===== config.mk =====
export PLATFORM = sky130hd
export DESIGN_NAME = alu_arbiter
export DESIGN_NICKNAME = d
export VERILOG_FILES = /design/src/rtl/alu_pkg.sv /design/src/rtl/rr_pick2.sv /design/src/rtl/alu_arbiter.sv
export SDC_FILE = /design/constraint.sdc
export NUM_CORES = 1
export LEC_CHECK = 0
export ABC_AREA = 0
export BUFFER_PORTS_ARGS = -buffer_cell sky130_fd_sc_hd__buf_2
export CAP_MARGIN = 20
export CORE_MARGIN = 5
export CORE_UTILIZATION = 35
export CTS_CLUSTER_DIAMETER = 30
export DETAILED_ROUTE_END_ITERATION = 8
export PLACE_DENSITY = 0.65
export SLEW_MARGIN = 20
export SYNTH_ARGS = -nofsm -noshare
export SYNTH_HDL_FRONTEND = slang
export SYNTH_SLANG_ARGS = --single-unit

===== constraint.sdc =====
create_clock -name clk -period 3.1 [get_ports clk]
set_clock_uncertainty 0.1 [all_clocks]
set_input_delay 0.31 -clock clk [delete_from_list [all_inputs] [get_ports clk]]
set_output_delay 0.31 -clock clk [all_outputs]
set_load 0.05 [all_outputs]

===== src/rtl/alu_pkg.sv =====
// Shared definitions for the ALU arbiter: default widths, FSM encoding and requester indices.
package alu_pkg;

  localparam int unsigned DEF_WIDTH = 4;
  localparam int unsigned DEF_OPW   = 4;

  typedef enum logic {
    IDLE = 1'b0,
    EXEC = 1'b1
  } state_t;

  localparam logic REQ0 = 1'b0;
  localparam logic REQ1 = 1'b1;

endpackage


===== src/rtl/rr_pick2.sv =====
// Combinational two-way round-robin picker: on a tie the requester that was not last served wins.
module rr_pick2
  import alu_pkg::*;
(
  input  logic req0,
  input  logic req1,
  input  logic last,
  output logic grant_valid,
  output logic grant_idx
);

  always_comb begin
    grant_valid = req0 | req1;
    grant_idx   = REQ0;
    if (req0 && req1) begin
      grant_idx = ~last;
    end else if (req1) begin
      grant_idx = REQ1;
    end
  end

endmodule


===== src/rtl/alu_arbiter.sv =====
// Shares one combinational ALU between two requesters: latch operands on grant,
// capture the result one cycle later and return it with a done pulse.
module alu_arbiter
  import alu_pkg::*;
#(
  parameter int unsigned WIDTH = DEF_WIDTH,
  parameter int unsigned OPW   = DEF_OPW
) (
  input  logic             clk,
  input  logic             reset_signal,
  input  logic             req0,
  input  logic             req1,
  input  logic [WIDTH-1:0] a0,
  input  logic [WIDTH-1:0] b0,
  input  logic [WIDTH-1:0] a1,
  input  logic [WIDTH-1:0] b1,
  input  logic             cin0,
  input  logic             cin1,
  input  logic [OPW-1:0]   op0,
  input  logic [OPW-1:0]   op1,
  output logic             ack0,
  output logic             ack1,
  output logic [WIDTH-1:0] alu_a,
  output logic [WIDTH-1:0] alu_b,
  output logic             alu_cin,
  output logic [OPW-1:0]   alu_op,
  input  logic [WIDTH-1:0] alu_out,
  input  logic             alu_cout,
  output logic [WIDTH-1:0] res,
  output logic             res_cout,
  output logic             done0,
  output logic             done1,
  output logic             busy,
  output logic             owner
);

  state_t           state_q, state_d;
  logic             last_q, last_d;
  logic             owner_q, owner_d;
  logic             ack0_q, ack0_d, ack1_q, ack1_d;
  logic             done0_q, done0_d, done1_q, done1_d;
  logic             busy_q, busy_d;
  logic [WIDTH-1:0] alu_a_q, alu_a_d, alu_b_q, alu_b_d;
  logic             alu_cin_q, alu_cin_d;
  logic [OPW-1:0]   alu_op_q, alu_op_d;
  logic [WIDTH-1:0] res_q, res_d;
  logic             res_cout_q, res_cout_d;

  logic grant_valid;
  logic grant_idx;

  rr_pick2 u_pick (
    .req0        (req0),
    .req1        (req1),
    .last        (last_q),
    .grant_valid (grant_valid),
    .grant_idx   (grant_idx)
  );

  // Next-state and output logic; pulses default low, everything else holds.
  always_comb begin
    state_d    = state_q;
    last_d     = last_q;
    owner_d    = owner_q;
    alu_a_d    = alu_a_q;
    alu_b_d    = alu_b_q;
    alu_cin_d  = alu_cin_q;
    alu_op_d   = alu_op_q;
    res_d      = res_q;
    res_cout_d = res_cout_q;
    ack0_d     = 1'b0;
    ack1_d     = 1'b0;
    done0_d    = 1'b0;
    done1_d    = 1'b0;
    busy_d     = 1'b0;
    case (state_q)
      IDLE: begin
        if (grant_valid) begin
          owner_d = grant_idx;
          busy_d  = 1'b1;
          state_d = EXEC;
          if (grant_idx == REQ1) begin
            alu_a_d   = a1;
            alu_b_d   = b1;
            alu_cin_d = cin1;
            alu_op_d  = op1;
            ack1_d    = 1'b1;
          end else begin
            alu_a_d   = a0;
            alu_b_d   = b0;
            alu_cin_d = cin0;
            alu_op_d  = op0;
            ack0_d    = 1'b1;
          end
        end
      end
      EXEC: begin
        res_d      = alu_out;
        res_cout_d = alu_cout;
        done0_d    = (owner_q == REQ0);
        done1_d    = (owner_q == REQ1);
        last_d     = owner_q;
        state_d    = IDLE;
      end
      default: state_d = IDLE;
    endcase
  end

  // Reset drops any in-flight operation; last starts at 1 so requester 0 wins the first tie.
  always_ff @(posedge clk) begin
    if (reset_signal) begin
      state_q    <= IDLE;
      last_q     <= REQ1;
      owner_q    <= 1'b0;
      alu_a_q    <= '0;
      alu_b_q    <= '0;
      alu_cin_q  <= 1'b0;
      alu_op_q   <= '0;
      res_q      <= '0;
      res_cout_q <= 1'b0;
      ack0_q     <= 1'b0;
      ack1_q     <= 1'b0;
      done0_q    <= 1'b0;
      done1_q    <= 1'b0;
      busy_q     <= 1'b0;
    end else begin
      state_q    <= state_d;
      last_q     <= last_d;
      owner_q    <= owner_d;
      alu_a_q    <= alu_a_d;
      alu_b_q    <= alu_b_d;
      alu_cin_q  <= alu_cin_d;
      alu_op_q   <= alu_op_d;
      res_q      <= res_d;
      res_cout_q <= res_cout_d;
      ack0_q     <= ack0_d;
      ack1_q     <= ack1_d;
      done0_q    <= done0_d;
      done1_q    <= done1_d;
      busy_q     <= busy_d;
    end
  end

  assign ack0     = ack0_q;
  assign ack1     = ack1_q;
  assign done0    = done0_q;
  assign done1    = done1_q;
  assign busy     = busy_q;
  assign owner    = owner_q;
  assign alu_a    = alu_a_q;
  assign alu_b    = alu_b_q;
  assign alu_cin  = alu_cin_q;
  assign alu_op   = alu_op_q;
  assign res      = res_q;
  assign res_cout = res_cout_q;

endmodule


==> run_summary.xml <==
<?xml version="1.0" encoding="UTF-8"?>
<metrics>
  <group name="pwr">
    <metric name="power.share.sequential" unit="%">49.2</metric>
    <metric name="p_clk_share" unit="%">19.9</metric>
    <metric name="cellPowerDensity" unit="nW/µm²">540</metric>
    <metric name="p_leak" unit="nW">0.666</metric>
    <metric name="ir_drop" unit="V">0.000263</metric>
    <metric name="switchingPower" unit="mW">0.276</metric>
    <metric name="internal-power" unit="mW">0.466</metric>
    <metric name="power_switching_share" unit="%">37.1</metric>
    <metric name="post_layout_total_power" unit="mW">0.742</metric>
    <metric name="share_comb_of_total_power" unit="%">31.0</metric>
  </group>
  <group name="worst_hold_path">
    <metric name="holdCritStartpoint" unit="">op0[1]</metric>
    <metric name="worstHoldPathType" unit="">in -&gt; reg</metric>
    <metric name="hold_path_endpoint" unit="">alu_op[1]</metric>
    <metric name="timing.hold.worst_path_depth" unit="">3</metric>
  </group>
  <group name="clocking">
    <metric name="numCtsBuffers" unit="">3</metric>
    <metric name="worstSkewPairLatency" unit="ps">320</metric>
    <metric name="clock_transition_at_path_regs" unit="ps">140</metric>
    <metric name="cts_hold_buf" unit="">0</metric>
    <metric name="clock-sinks" unit="">25</metric>
    <metric name="cts_post_setup_buffers_inserted" unit="">0</metric>
    <metric name="tritoncts" unit="">yes</metric>
    <metric name="cts-htree-levels" unit="">1</metric>
    <metric name="cts_buffer_depth" unit="">2</metric>
    <metric name="clock-root-buffer" unit="">sky130_fd_sc_hd__clkbuf_4</metric>
    <metric name="post_cts_resized" unit="">0</metric>
  </group>
  <group name="global_routing">
    <metric name="grt-ovfl-total" unit="">0</metric>
    <metric name="grt_antenna_before_repair" unit="">0</metric>
    <metric name="grt.total_usage" unit="%">13.3</metric>
    <metric name="via_count_of_the_first_global_routing_pass" unit="">975</metric>
    <metric name="maximum_number_of_pins_on_one_net_before_global_route_repair" unit="">26</metric>
    <metric name="grt_pass1_wl" unit="µm">4450</metric>
  </group>
  <group name="setup_path">
    <metric name="timing.reg2reg.worst_path_depth" unit="">3</metric>
    <metric name="critical_path_required" unit="ps">2690</metric>
    <metric name="end_of_the_worst_register_to_register_path" unit="">alu_b[2]</metric>
    <metric name="worstPathCellList" unit="">buf_2</metric>
    <metric name="critical_path_arrival" unit="ps">1350</metric>
    <metric name="cp_slowest_stage_delay" unit="ps">660</metric>
    <metric name="critical_path.endpoint_type" unit="">output pin</metric>
    <metric name="timing.setup.critical_path_class" unit="">reg -&gt; out</metric>
    <metric name="r2r_slack" unit="ps">1430</metric>
    <metric name="critical-path-top-delay-family" unit="">flip-flops</metric>
    <metric name="critPathBufInv" unit="">1</metric>
    <metric name="critical_path.reg2reg.startpoint" unit="">busy</metric>
    <metric name="start_kind" unit="">register</metric>
    <metric name="worst_path_max_delay_cell" unit="">sky130_fd_sc_hd__dfxtp_1</metric>
    <metric name="crit_fanout" unit="">14</metric>
  </group>
  <group name="finish">
    <metric name="post_route_cells_drive_above_1_share" unit="%">50.9</metric>
    <metric name="antenna_cells_inserted" unit="">0</metric>
    <metric name="area_of_the_multi_input_gates" unit="µm²">507</metric>
    <metric name="syn_to_final_growth" unit="%">28.5</metric>
    <metric name="fillerInstances" unit="">307</metric>
    <metric name="nets" unit="">199</metric>
    <metric name="area.sequential" unit="µm²">500</metric>
  </group>
  <group name="sta">
    <metric name="portion_of_the_clock_cycle_consumed_by_the_worst_path_in_the_final_layout" unit="%">56.7</metric>
    <metric name="fin_worst_hold_slack" unit="ps">110</metric>
    <metric name="final-max-slew-violation-count" unit="">0</metric>
    <metric name="peak_clock_frequency_supported_by_timing" unit="MHz">569</metric>
    <metric name="max_slew.worst_pin.slew" unit="ps">866</metric>
    <metric name="post-route-worst-setup-slack" unit="ps">1340</metric>
    <metric name="finalCriticalPeriod" unit="ps">1760</metric>
    <metric name="final_report_hold_violation_count" unit="">0</metric>
    <metric name="rsz0062_at_grt" unit="">no</metric>
    <metric name="timing.slew.headroom" unit="%">42.2</metric>
    <metric name="finalSetupViolCount" unit="">0</metric>
    <metric name="timing.setup.tns" unit="ps">0</metric>
  </group>
  <group name="floorplanning">
    <metric name="die_h" unit="µm">65.3</metric>
    <metric name="die_extent_in_x" unit="µm">65.3</metric>
    <metric name="core_region_area" unit="µm²">2980</metric>
    <metric name="fp-row-count" unit="">20</metric>
    <metric name="die_area" unit="µm²">4260</metric>
    <metric name="io_pins" unit="">59</metric>
    <metric name="start_util" unit="%">35.9</metric>
  </group>
  <group name="drt">
    <metric name="vias" unit="">956</metric>
    <metric name="post_drt_via_cell_ratio" unit="">4.88</metric>
    <metric name="antenna_violation_net_count_after_detailed_routing" unit="">0</metric>
    <metric name="initialDrtViolationCount" unit="">64</metric>
    <metric name="wire_per_inst" unit="µm">14.0</metric>
    <metric name="detailedRoute.firstPassIterationCount" unit="">4</metric>
    <metric name="remaining_drc_errors" unit="">0</metric>
    <metric name="totalWireLength" unit="µm">2740</metric>
  </group>
  <group name="logic_synthesis">
    <metric name="syn-mean-instance-area" unit="µm²">9.80</metric>
    <metric name="synth_largest_area_cell" unit="">sky130_fd_sc_hd__dfxtp_1</metric>
    <metric name="syn_nets" unit="">144</metric>
    <metric name="synth_sequential_area_ratio" unit="%">46.8</metric>
    <metric name="fraction_of_synthesized_area_in_multiplexers" unit="%">4.68</metric>
    <metric name="dominant_combinational_cell_family_by_area_after_synthesis" unit="">compound AO/OA/AOI/OAI gates</metric>
    <metric name="synth_commonest_cells" unit="">sky130_fd_sc_hd__dfxtp_1, sky130_fd_sc_hd__nor2_1, sky130_fd_sc_hd__nand2_1, sky130_fd_sc_hd__a211oi_2, sky130_fd_sc_hd__a21oi_2</metric>
    <metric name="synth-edff-count" unit="">0</metric>
    <metric name="synth_simple_gate_area_share" unit="%">14.1</metric>
    <metric name="post_synth_fa_ha_maj_area_fraction" unit="%">0</metric>
    <metric name="area_fraction_of_the_dominant_cell_type_after_synthesis" unit="%">46.8</metric>
    <metric name="netlist_top_cells_area" unit="">sky130_fd_sc_hd__dfxtp_1, sky130_fd_sc_hd__a211oi_2, sky130_fd_sc_hd__nor2_1</metric>
    <metric name="yosys.cell_types.count" unit="">23</metric>
    <metric name="yosys.cell_count.top_type" unit="">sky130_fd_sc_hd__dfxtp_1</metric>
    <metric name="async_reset_ff_share" unit="%">0</metric>
    <metric name="synthFlopType" unit="">sky130_fd_sc_hd__dfxtp_1</metric>
    <metric name="ys_warn_count" unit="">0</metric>
    <metric name="post_synthesis_register_bit_count" unit="">25</metric>
    <metric name="syn-cell-area" unit="µm²">1070</metric>
    <metric name="yosys.area_share.xor_xnor" unit="%">0</metric>
    <metric name="synthCells" unit="">109</metric>
    <metric name="synth_compound_area_share" unit="%">28.7</metric>
  </group>
  <group name="placed_design">
    <metric name="place_ws" unit="ps">1410</metric>
    <metric name="place_hpwl" unit="µm">1990</metric>
    <metric name="port_buffers" unit="">58</metric>
    <metric name="gp_congestion" unit="">0.703</metric>
  </group>
  <group name="status">
    <metric name="run_status" unit="">finished clean</metric>
  </group>
  <group name="flow_run">
    <metric name="max_cap_violations" unit="">0</metric>
  </group>
</metrics>
-- registers in the layout (all words and copies together) (netlist names) --
register / count
done0: 1
owner: 1
res: 4
alu_cin: 1
res_cout: 1
alu_a: 4
alu_b: 4
alu_op: 4
last_q: 1
ack0: 1
ack1: 1
busy: 1
done1: 1
-- cell type report --
class / count / share of cell area, %
Clock buffer: 3 / 1.64
Clock inverter: 1 / 0.547
Timing Repair Buffer: 58 / 21.1
Inverter: 1 / 0.273
Sequential cell: 25 / 36.5
Tap cell: 33 / 3.01
Multi-Input combinational cell: 75 / 36.9
-- power by group through the flow --
| stage | clock [mW] | sequential [mW] | combinational, mW |
|---|---|---|---|
| 6_report | 0.147 | 0.365 | 0.230 |
| 5_1_grt | 0.173 | 0.370 | 0.245 |
| 4_1_cts | 0.156 | 0.365 | 0.232 |
| 3_5_place_dp | 0 | 0.372 | 0.232 |
| 3_3_place_gp | 0 | 0.371 | 0.226 |
| 2_1_floorplan | 0 | 0.457 | 0.0906 |
-- cell usage in the layout (no fill, tap or decap) --
cell type and count:
sky130_fd_sc_hd__nor3b_1 1, sky130_fd_sc_hd__nor3_1 2, sky130_fd_sc_hd__a211oi_1 4, sky130_fd_sc_hd__clkinvlp_4 1, sky130_fd_sc_hd__inv_1 1, sky130_fd_sc_hd__a21oi_1 6, sky130_fd_sc_hd__nor2_1 20, sky130_fd_sc_hd__a21boi_4 1
sky130_fd_sc_hd__a211oi_2 9, sky130_fd_sc_hd__dfxtp_1 25, sky130_fd_sc_hd__o21bai_2 1, sky130_fd_sc_hd__a2bb2oi_1 1, sky130_fd_sc_hd__o21ba_2 1, sky130_fd_sc_hd__o21ai_0 1, sky130_fd_sc_hd__and3b_1 1, sky130_fd_sc_hd__nand2_1 13
sky130_fd_sc_hd__a21oi_2 8, sky130_fd_sc_hd__mux2i_1 5, sky130_fd_sc_hd__clkbuf_4 3, sky130_fd_sc_hd__a21bo_2 1, sky130_fd_sc_hd__buf_2 58
-- per-layer routing --
layer	GRT usage (%)	wire length, µm	vias up
met5	0	0	-
met4	5.44	29	0
met3	4.10	223	4
met2	24.0	1290	34
met1	14.1	1190	435
li1	-	-	483
-- how the worst max path moves through the flow --
stage / end / start / depth (start not counted)
6_report: busy / busy / 1
5_1_grt: busy / busy / 1
4_1_cts: busy / busy / 1
3_5_place_dp: alu_b[2] / req0 / 4
3_3_place_gp: alu_b[2] / req1 / 4
2_1_floorplan: alu_a[0] / busy / 4
-- per-stage QoR --
step | util (%) | cells | cell area (µm²)
finish | 46.1 | 196 | 1370
global route | 46.1 | 196 | 1370
CTS | 46.1 | 196 | 1370
detailed placement | 45.1 | 192 | 1340
global placement | 45.1 | 192 | 1340
floorplan | - | 109 | 1070
-- logic make-up after synthesis --
kind of cell,after synthesis
and+or+nand+nor,37
AOI/OAI and AO/OA,33
DFF,25
buffers and inverters,9
muxes,5
Power figures use the tool's default switching activity.
